===== config.mk =====
export PLATFORM = sky130hd
export DESIGN_NAME = seg_scroll_display
export DESIGN_NICKNAME = d
export VERILOG_FILES = /design/src/rtl/seg_disp_pkg.sv /design/src/rtl/seg_scroll_display_prescaler.sv /design/src/rtl/seg_scroll_display.sv
export SDC_FILE = /design/constraint.sdc
export NUM_CORES = 1
export LEC_CHECK = 0
export CORE_MARGIN = 2
export CORE_UTILIZATION = 25
export DETAILED_ROUTE_END_ITERATION = 8
export SYNTH_ARGS = -nofsm -noshare
export SYNTH_HDL_FRONTEND = slang
export SYNTH_SLANG_ARGS = --single-unit

===== constraint.sdc =====
create_clock -name clk -period 3.95 [get_ports clk]
set_input_delay 0.5925 -clock clk [delete_from_list [all_inputs] [get_ports clk]]
set_output_delay 0.5925 -clock clk [all_outputs]
set_load 0.01 [all_outputs]

===== src/rtl/seg_disp_pkg.sv =====
// Shared definitions for the scrolling 7-segment display driver:
// glyph codes, segment bit masks and the glyph-to-segment decoder.
package seg_disp_pkg;

   // Glyph codes beyond the hex digits 0x00..0x0F
   localparam logic [4:0] GLYPH_BLANK = 5'h10;
   localparam logic [4:0] GLYPH_H     = 5'h11;
   localparam logic [4:0] GLYPH_L     = 5'h12;
   localparam logic [4:0] GLYPH_P     = 5'h13;
   localparam logic [4:0] GLYPH_DASH  = 5'h14;
   localparam logic [4:0] GLYPH_O     = 5'h15;
   localparam logic [4:0] GLYPH_C     = 5'h16;
   localparam logic [4:0] GLYPH_E     = 5'h17;

   // Segment masks within the 7-bit {a,b,c,d,e,f,g} vector
   localparam logic [6:0] SEG_A = 7'b1000000;
   localparam logic [6:0] SEG_B = 7'b0100000;
   localparam logic [6:0] SEG_C = 7'b0010000;
   localparam logic [6:0] SEG_D = 7'b0001000;
   localparam logic [6:0] SEG_E = 7'b0000100;
   localparam logic [6:0] SEG_F = 7'b0000010;
   localparam logic [6:0] SEG_G = 7'b0000001;

   // Decimal point position in the 8-bit cathode word {a..g,dp}
   localparam int CATHODE_DP_BIT = 0;

   // Glyph code to lit segments; unknown codes render blank
   function automatic logic [6:0] seg7(input logic [4:0] code);
      logic [6:0] s;
      s = '0;
      case (code)
         5'h00:       s = SEG_A | SEG_B | SEG_C | SEG_D | SEG_E | SEG_F;
         5'h01:       s = SEG_B | SEG_C;
         5'h02:       s = SEG_A | SEG_B | SEG_D | SEG_E | SEG_G;
         5'h03:       s = SEG_A | SEG_B | SEG_C | SEG_D | SEG_G;
         5'h04:       s = SEG_B | SEG_C | SEG_F | SEG_G;
         5'h05:       s = SEG_A | SEG_C | SEG_D | SEG_F | SEG_G;
         5'h06:       s = SEG_A | SEG_C | SEG_D | SEG_E | SEG_F | SEG_G;
         5'h07:       s = SEG_A | SEG_B | SEG_C;
         5'h08:       s = SEG_A | SEG_B | SEG_C | SEG_D | SEG_E | SEG_F | SEG_G;
         5'h09:       s = SEG_A | SEG_B | SEG_C | SEG_D | SEG_F | SEG_G;
         5'h0A:       s = SEG_A | SEG_B | SEG_C | SEG_E | SEG_F | SEG_G;
         5'h0B:       s = SEG_C | SEG_D | SEG_E | SEG_F | SEG_G;
         5'h0C:       s = SEG_A | SEG_D | SEG_E | SEG_F;
         5'h0D:       s = SEG_B | SEG_C | SEG_D | SEG_E | SEG_G;
         5'h0E:       s = SEG_A | SEG_D | SEG_E | SEG_F | SEG_G;
         5'h0F:       s = SEG_A | SEG_E | SEG_F | SEG_G;
         GLYPH_H:     s = SEG_B | SEG_C | SEG_E | SEG_F | SEG_G;
         GLYPH_L:     s = SEG_D | SEG_E | SEG_F;
         GLYPH_P:     s = SEG_A | SEG_B | SEG_E | SEG_F | SEG_G;
         GLYPH_DASH:  s = SEG_G;
         GLYPH_O:     s = SEG_A | SEG_B | SEG_C | SEG_D | SEG_E | SEG_F;
         GLYPH_C:     s = SEG_A | SEG_D | SEG_E | SEG_F;
         GLYPH_E:     s = SEG_A | SEG_D | SEG_E | SEG_F | SEG_G;
         default:     s = '0;
      endcase
      return s;
   endfunction

endpackage


===== src/rtl/seg_scroll_display_prescaler.sv =====
// Generic enable-gated modulo-DIV counter. tick is high on the enabled
// cycle that completes a period; clr holds the count at zero.
module seg_prescaler
   import seg_disp_pkg::*;
#(
   parameter int DIV = 2
) (
   input  logic clk,
   input  logic nrst,
   input  logic en,
   input  logic clr,
   output logic tick
);

   localparam int            CW   = (DIV > 1) ? $clog2(DIV) : 1;
   localparam logic [CW-1:0] LAST = CW'(DIV - 1);

   logic [CW-1:0] cnt;

   assign tick = en && (cnt == LAST);

   // Count enabled events, wrapping after DIV of them
   // NOTE: sequential state uses non-blocking assignments so every flop samples pre-edge values.
   always_ff @(posedge clk or negedge nrst) begin
      if (!nrst) begin
         cnt <= '0;
      end else if (clr) begin
         cnt <= '0;
      end else if (en) begin
         cnt <= tick ? '0 : cnt + 1'b1;
      end
   end

endmodule


===== src/rtl/seg_scroll_display.sv =====
// Multiplexed 7-segment driver showing a scrolling DIGITS-wide window
// of a writable MSG_LEN-character message, with selectable pin polarity.
module seg_scroll_display
   import seg_disp_pkg::*;
#(
   parameter int DIGITS      = 8,
   parameter int MSG_LEN     = 16,
   parameter int REFRESH_DIV = 50000,
   parameter int SCROLL_DIV  = 100,
   parameter bit ACTIVE_LOW  = 1'b1
) (
   input  logic                       clk,
   input  logic                       nrst,
   input  logic                       wr_en,
   input  logic [$clog2(MSG_LEN)-1:0] wr_addr,
   input  logic [5:0]                 wr_data,
   input  logic                       scroll_en,
   input  logic                       dir,
   input  logic                       blank,
   output logic [7:0]                 cathodes,
   output logic [DIGITS-1:0]          anodes,
   output logic                       frame_tick
);

   localparam int                AW         = $clog2(MSG_LEN);
   localparam int                DW         = $clog2(DIGITS);
   localparam logic [DW-1:0]     DIG_LAST   = DW'(DIGITS - 1);
   localparam logic [AW-1:0]     OFF_LAST   = AW'(MSG_LEN - 1);
   localparam logic [AW:0]       MSG_LEN_W  = (AW + 1)'(MSG_LEN);
   localparam logic [DIGITS-1:0] LEFT_DIGIT = {1'b1, {(DIGITS - 1){1'b0}}};

   logic              digit_tick;
   logic              scroll_tick;
   logic              frame_end;
   logic [DW-1:0]     dig;
   logic [AW-1:0]     offset;
   logic [AW-1:0]     offset_next;
   logic [5:0]        msg [MSG_LEN];
   logic              wr_ok;
   logic [AW:0]       idx_sum;
   logic [AW-1:0]     idx;
   logic [5:0]        cur;
   logic [DIGITS-1:0] anodes_r;
   logic [7:0]        cathodes_r;

   // Digit slot timer: one tick every REFRESH_DIV clocks
   seg_prescaler #(.DIV(REFRESH_DIV)) u_refresh (
      .clk  (clk),
      .nrst (nrst),
      .en   (1'b1),
      .clr  (1'b0),
      .tick (digit_tick)
   );

   assign frame_end = digit_tick && (dig == DIG_LAST);

   // Scroll step timer: counts whole frames, parked at zero while scrolling is off
   seg_prescaler #(.DIV(SCROLL_DIV)) u_scroll (
      .clk  (clk),
      .nrst (nrst),
      .en   (frame_end && scroll_en),
      .clr  (!scroll_en),
      .tick (scroll_tick)
   );

   // Active digit index, advancing once per slot
   always_ff @(posedge clk or negedge nrst) begin
      if (!nrst) begin
         dig <= '0;
      end else if (digit_tick) begin
         dig <= (dig == DIG_LAST) ? '0 : dig + 1'b1;
      end
   end

   // Next window offset, explicit wrap so MSG_LEN need not be a power of two
   // NOTE: offset_next is assigned before any branch so no latch is inferred.
   always_comb begin
      offset_next = offset;
      if (scroll_tick) begin
         if (dir) begin
            offset_next = (offset == '0) ? OFF_LAST : offset - 1'b1;
         end else begin
            offset_next = (offset == OFF_LAST) ? '0 : offset + 1'b1;
         end
      end
   end

   // Window offset register
   always_ff @(posedge clk or negedge nrst) begin
      if (!nrst) begin
         offset <= '0;
      end else begin
         offset <= offset_next;
      end
   end

   assign wr_ok = (32'(wr_addr) < 32'(MSG_LEN));

   // Message buffer, one character written per strobe
   // NOTE: the buffer is flops, not RAM, because reset must blank every entry at once.
   always_ff @(posedge clk or negedge nrst) begin
      if (!nrst) begin
         for (int i = 0; i < MSG_LEN; i++) begin
            msg[i] <= {1'b0, GLYPH_BLANK};
         end
      end else if (wr_en && wr_ok) begin
         msg[wr_addr] <= wr_data;
      end
   end

   // Character under the active digit: (offset + dig) mod MSG_LEN
   assign idx_sum = {1'b0, offset} + (AW + 1)'(dig);
   assign idx     = (idx_sum >= MSG_LEN_W) ? AW'(idx_sum - MSG_LEN_W) : idx_sum[AW-1:0];
   assign cur     = msg[idx];

   // Output registers reload every cycle; frame_tick marks the end of the last slot
   always_ff @(posedge clk or negedge nrst) begin
      if (!nrst) begin
         anodes_r   <= '0;
         cathodes_r <= '0;
         frame_tick <= 1'b0;
      end else begin
         anodes_r   <= blank ? '0 : (LEFT_DIGIT >> dig);
         cathodes_r <= {seg7(cur[4:0]), cur[5]};
         frame_tick <= frame_end;
      end
   end

   assign anodes   = anodes_r ^ {DIGITS{ACTIVE_LOW}};
   assign cathodes = cathodes_r ^ {8{ACTIVE_LOW}};

endmodule


# Word-level counts from Yosys, hierarchy flattened
# Memory sizes are Yosys's and may differ from the RTL's. A register that Yosys moved wholly into a read port is not among the register bits.
# Index checks and enable logic that the tools add are counted.
dict set report word_totals {
  mem_bits_ro 224
  input_bits 16
  mem_count 1
  elab_cells 67
  register_bits 143
  output_inout_bits 17
}
# memory depth width rd rd_ports_with_merged_regs write_ports line_no
set mem_list {}
lappend mem_list {{(no name shown)} 32 7 1 1 0 seg_disp_pkg.sv:31} ;# case (code)
dict set report op_classes {
  shift 1
  n_lt_le_gt_ge 4
  reduce_logical 6
  n_mux 16
  bitwise 4
  addsub 7
  n_eq_ne 5
}
# operator count
set op_table {}
lappend op_table {{96-bit bitwise mux} 1}
lappend op_table {{6-bit binary-select mux with 4-bit select} 1}
lappend op_table {{6-bit demux with 4-bit select} 1}
lappend op_table {{7-bit 2-to-1 mux} 3}
lappend op_table {{6-bit 2-to-1 mux} 3}
lappend op_table {{16-bit by 1-bit adder with 16-bit output, second input constant} 1}
lappend op_table {{16-bit == test, second input constant} 1}
lappend op_table {{16-bit 2-to-1 mux} 1}
lappend op_table {{4-bit 2-to-1 mux} 4}
lappend op_table {{8-bit inverter} 2}
lappend op_table {{5-bit greater-or-equal comparator, second input constant} 3}
lappend op_table {{4-bit inverter with 5-bit output} 2}
lappend op_table {{8-bit 2-to-1 mux} 1}
lappend op_table {{8-bit by 3-bit >> shifter with 8-bit output, first input constant} 1}
lappend op_table {{4-bit by 1-bit subtractor with 4-bit output, second input constant} 2}
lappend op_table {{7-bit by 1-bit adder with 7-bit output, second input constant} 1}
lappend op_table {{7-bit == test, second input constant} 1}
lappend op_table {{4-bit by 3-bit adder with 5-bit output} 1}
lappend op_table {{5-bit by 1-bit < comparator with 1-bit output, second input constant} 1}
lappend op_table {{4-bit by 1-bit adder with 4-bit output, second input constant} 1}
lappend op_table {{4-bit == test, second input constant} 1}
lappend op_table {{1-bit logical AND} 4}
lappend op_table {{4-bit logical NOT} 1}
lappend op_table {{3-bit by 1-bit adder with 3-bit output, second input constant} 1}
lappend op_table {{other kinds (4)} 4}

# Longest topological paths before layout
dict set report depth {
  depth_word 7
  ltp_mapped 13
}

# Hierarchy
# From an unflattened synthesis, not the netlist that was laid out.
dict set report hier_totals {
  cells_unflattened 585
  hier_area_um2 7374.6
}
# mod area_each_um2 instances cells_each
set by_module_without_submodules {}
lappend by_module_without_submodules {seg_scroll_display 6125.9 1 456}
lappend by_module_without_submodules {{seg_prescaler (u_refresh)} 852.1 1 89}
lappend by_module_without_submodules {{seg_prescaler (u_scroll)} 396.6 1 40}

# Worst setup path after synthesis
# No wires, ideal clock.
dict set report synth_path {
  path_type {reg-to-reg}
  startpoint {register offset[0]}
  endpoint {register cathodes_r[6]}
  setup_ps 101
  setup_slack_ps 649
  stages_incl_launch_ff 14
  period_less_slack_ps 3301
  arrival_time_ps 3201
  cell_sequence {dfrtp_1 -> ha_1 -> fa_1 -> clkbuf_4 -> buf_4 -> mux4_1 -> nand2_1 -> a2bb2o_1 -> nor2b_1 -> inv_1 -> ha_1 -> mux2i_1 -> nor2_1 -> o32ai_1}
}
dict set report synth_via {
  elab_chain_cells 7
  word_cells_on_any_way 8
  classes_between {add/sub: 2; order compare: 1; mux: 4; bitwise: 1}
}
# element line_no
set synth_rtl {}
lappend synth_rtl {{start, declared} seg_scroll_display.sv:36} ;# logic [AW-1:0] offset;
lappend synth_rtl {{start signal, assigned} seg_scroll_display.sv:93} ;# offset <= offset_next;
lappend synth_rtl {{4-bit by 3-bit adder with 5-bit output (*)} seg_scroll_display.sv:112} ;# assign idx_sum = {1'b0, offset} + (AW + 1)'(dig);
lappend synth_rtl {{4-bit by 1-bit subtractor with 4-bit output or 5-bit greater-or-equal comparator (tied branches)} seg_scroll_display.sv:113} ;# assign idx = (idx_sum >= MSG_LEN_W) ? AW'(idx_sum - MSG_LEN_W) : idx_sum[AW-1:0];
lappend synth_rtl {{4-bit 2-to-1 mux (*)} seg_scroll_display.sv:113}
lappend synth_rtl {{4-bit inverter with 5-bit output (implied by the code) (*)} seg_scroll_display.sv:114} ;# assign cur = msg[idx];
lappend synth_rtl {{6-bit binary-select mux with 4-bit select (*)} seg_scroll_display.sv:114}
lappend synth_rtl {{6-bit 2-to-1 mux (implied by the code) (*) (2 in series)} seg_scroll_display.sv:114}
lappend synth_rtl {{end, declared} seg_scroll_display.sv:44} ;# logic [7:0] cathodes_r;
# Every way passes the cells marked *; elsewhere a longest branch is shown, timed or not. The select of a mux whose other input is x is not followed.
# A chain may end at the register's enable or synchronous reset.

# Worst setup path in the final report
# Ends and elaborated chain as after synthesis.

==> run summary <==
## Outcome
* finished, final reports clean — run status

## Floorplan
* 28500 um2 — area of the core region
* 33 — IO Pins
* 62 — FP Rows
* 30300 um2 — floorplan die area
* 174 um — Die X
* 174 um — overall die height
* 25.3% — Starting Density

## Clock tree
* 0 — count of hold buffers inserted by post-cts repair
* 2 — number of buffers between clock root and the deepest sink
* built — CTS tree
* 0 — number of buffers inserted by post-CTS setup repair
* 143 — number of clock sinks
* 4 — Clock H-tree levels
* 0.42 ns — clock latency on the worst-skew pair
* 0 — total of cells resized after clock tree synthesis
* 17 — CTS Buf Count
* clkbuf_16 — buffer type at the clock tree root
* 0.06 ns — clock slew at the register clock pins of the worst setup and hold paths

## Detailed routing
* 4.41 — post-detailed-route via-to-cell ratio
* 4 — number of detailed-route iterations in the first pass
* 4398 — count of vias placed by the detailed router
* 0 — number of routed nets with antenna violations
* 0 — # DRC
* 247 — initial detailed-routing violation count
* 14.3 um — per-cell routed wire length
* 14.2 mm — routed wire length

## Worst setup path
* fa_1 — cell with the biggest individual delay on the critical path
* flip-flop to flip-flop — category of the critical setup timing path
* cathodes_r[6] — Reg-to-Reg End
* offset[0] — source of the worst register-to-register timing path
* 24 — critical-path maximum fanout
* 0.49 ns — largest incremental delay on the critical path
* ha_1 — most common cell type on the critical path
* flip-flop — critical path launch point type
* ha_1 -> fa_1 -> buf_4 -> mux4_1 -> nand2_1 -> a2bb2o_1 -> nor2b_1 -> inv_1 -> ha_1 -> mux2i_1 -> nor2_1 -> o32ai_1 — critical path, cell by cell
* flip-flop — category of the worst setup path capture point
* 4.27 ns — data required time at the worst endpoint
* cathodes_r[6] — worst setup path endpoint
* 3.86 ns — worst path arrival time
* 0.41 ns — FF-to-FF setup slack
* 12 — cell depth of the worst flop-to-flop path
* offset[0] — Critical Path Source

## Global route
* 9.95% — global-route usage over all layers
* 24.2 mm — global-route wire length before repair
* 1 — number of antenna violations at the first check in global routing
* 4554 — number of global-route vias before repair
* 67 — maximum number of pins on one net before global-route repair
* 0 — overall overflow remaining after global route

## Synth
* 49.8% — sequential share of the synthesized area
* dfrtp_1 — most frequently used cell type in the post-synthesis netlist
* dfrtp_1 (127), mux2_2 (97), nor2_1 (43) — most instantiated cells after synthesis
* 607 — synthesized net count
* dfrtp_1 — cell type contributing the most total cell area after synthesis
* 7230 um2 — Cell Area, Synth
* 44.0% — fraction of synthesized cell area taken by the top area cell type
* 0 — YS warnings
* dfrtp_1 — leading register cell type out of synthesis
* 143 — synthesis-stage register bit count
* dfrtp_1 (44%), mux2_2 (15%), dfstp_2 (5.8%) — top cells by area, synth
* 570 — Post-Synthesis Cells
* 12.7 um2 — mean post-synth cell area
* 0 — Post-synth EDFFs
* 58 — Synth cell types
* 100% — share of synthesized registers carrying an async set or reset

## Pwr
* 499 nW/um2 — ratio of total power to cell area
* 275 uV — IR Drop Worst-Case VDD
* 3.54 nW — static leakage power
* 4.27 mW — total power

## STA
* 0.0590 ns — worst hold slack after final layout
* 0 — Slew Viols, Final
* 89.7% — ratio of final minimum period to clock period
* false — RSZ-0062 raised after global routing
* 0 — Final Setup Violations
* 3.54 ns — min cycle time layout
* 0.00995 ns — clock tree skew after final layout
* 48.5% — relative slew slack
* 0 — total count of hold-check failures in the final report
* 0 ns — final-layout setup total negative slack
* 0.771 ns — transition time at the pin with the least slew margin
* 282 MHz — max frequency

## Layout
* 636 — final net count
* 2930 — layout filler cell count
* 27.3% — share of cells above drive strength 1
* 18.4% — P&R area growth vs syn

## Placement
* 0.770 — GPL Wtd Cong
* 32 — port buffer count
* 9.72 mm — Detailed Place HPWL

## Hold path
* primary input to asynchronous set/reset pin — HP Class

## Run
* 0 — max capacitance violation total

how the worst min path moves through the flow:
stage / slack [ns] / cells past startpoint / end
floorplan: 0.30 / 0 / anodes_r[0]
global placement: 0.46 / 1 / u_refresh.cnt[0]
detailed placement: 0.45 / 1 / u_refresh.cnt[0]
CTS: 0.06 / 1 / u_refresh.cnt[7]
global route: 0.08 / 1 / u_refresh.cnt[7]
finish: 0.06 / 1 / u_refresh.cnt[7]
through the flow:
stage | setup slack (ns) | utilization (%) | instances | cell area [um2]
finish | 0.406 | 30.0 | 997 | 8550
detailed placement | 0.432 | 27.8 | 964 | 7920
global route | 0.142 | 30.0 | 997 | 8550
CTS | 0.409 | 30.0 | 996 | 8550
global placement | 0.500 | 27.8 | 964 | 7920
floorplan | 0.649 | - | 570 | 7230
layer usage:
metal | vias up | part of all wire (%) | global-route usage [%]
met5 | - | 0 | 0
met4 | 0 | 1.4 | 3.89
met3 | 14 | 2.5 | 1.95
met2 | 66 | 49 | 16.5
met1 | 2213 | 47 | 12.8
li1 | 2105 | - | -
where the power goes:
part           internal, mW  switching, mW  total, mW  leakage, nW
Combinational         0.416          0.291      0.707         1.47
Clock                  1.02          0.676       1.69        0.302
Sequential             1.75          0.110       1.86         1.77
Total                  3.19           1.08       4.27         3.54
logic make-up after synthesis:
logic type                 count (synthesis)  share of synthesized area, %
xor gates and xnor gates                  19                          2.41
and+or+nand+nor                          152                          10.8
buffers and inverters                     55                          3.86
AOI/OAI and AO/OA                         53                          4.83
muxes                                    127                          24.6
adders and majority gates                 21                          3.74
DFF                                      143                          49.8
placed cells by master, fill, tap and decap left out, types with 3 or more instances in the layout:
cell type,synthesis,final
a211oi_1,4,4
a21oi_1,4,4
a31oi_1,4,4
and3_1,7,7
buf_4,3,5
bufinv_16,0,3
clkbuf_16,0,17
clkdlybuf4s50_1,0,31
dfrtp_1,127,127
dfstp_2,16,16
ha_1,20,20
inv_1,26,26
inv_6,0,5
mux2_2,97,97
mux2i_1,4,4
mux4_1,16,16
mux4_2,10,10
nand2_1,34,34
nand2b_1,9,9
nand3_1,10,10
nand3b_1,3,3
nand4_1,3,3
nor2_1,43,43
nor2b_1,12,12
nor3_1,6,6
nor3b_1,7,7
nor4b_1,3,3
o211ai_1,4,4
o21ai_0,19,19
o31ai_1,5,5
or3_1,3,3
xnor2_1,7,7
xor2_1,11,11
sequential cells by signal, indices dropped and copies added, names as in the netlist:
register	count
cathodes_r	8
u_refresh.cnt	16
frame_tick	1
anodes_r	8
dig	3
offset	4
u_scroll.cnt	7
msg	96
worst max-delay path: cells and delay by family (launching register included):
kind,cells,cell delay [ns]
AO/OA/AOI/OAI,2,0.40
adder cells (fa/ha/maj),3,1.07
buffers and inverters,2,0.49
flip-flops,1,0.46
multiplexers,2,0.51
AND/OR/NAND/NOR,3,0.52
area by class of cell:
class                           instances  area [um2]  area share, %
Multi-Input combinational cell        372        3350           39.1
Antenna cell                            1        2.50         0.0293
Tap cell                              384         480           5.62
Clock buffer                           17         425           4.97
Clock inverter                         15         201           2.36
Sequential cell                       143        3600           42.1
Inverter                               26        97.6           1.14
Timing Repair Buffer                   39         399           4.67
Power figures use the tool's default switching activity.
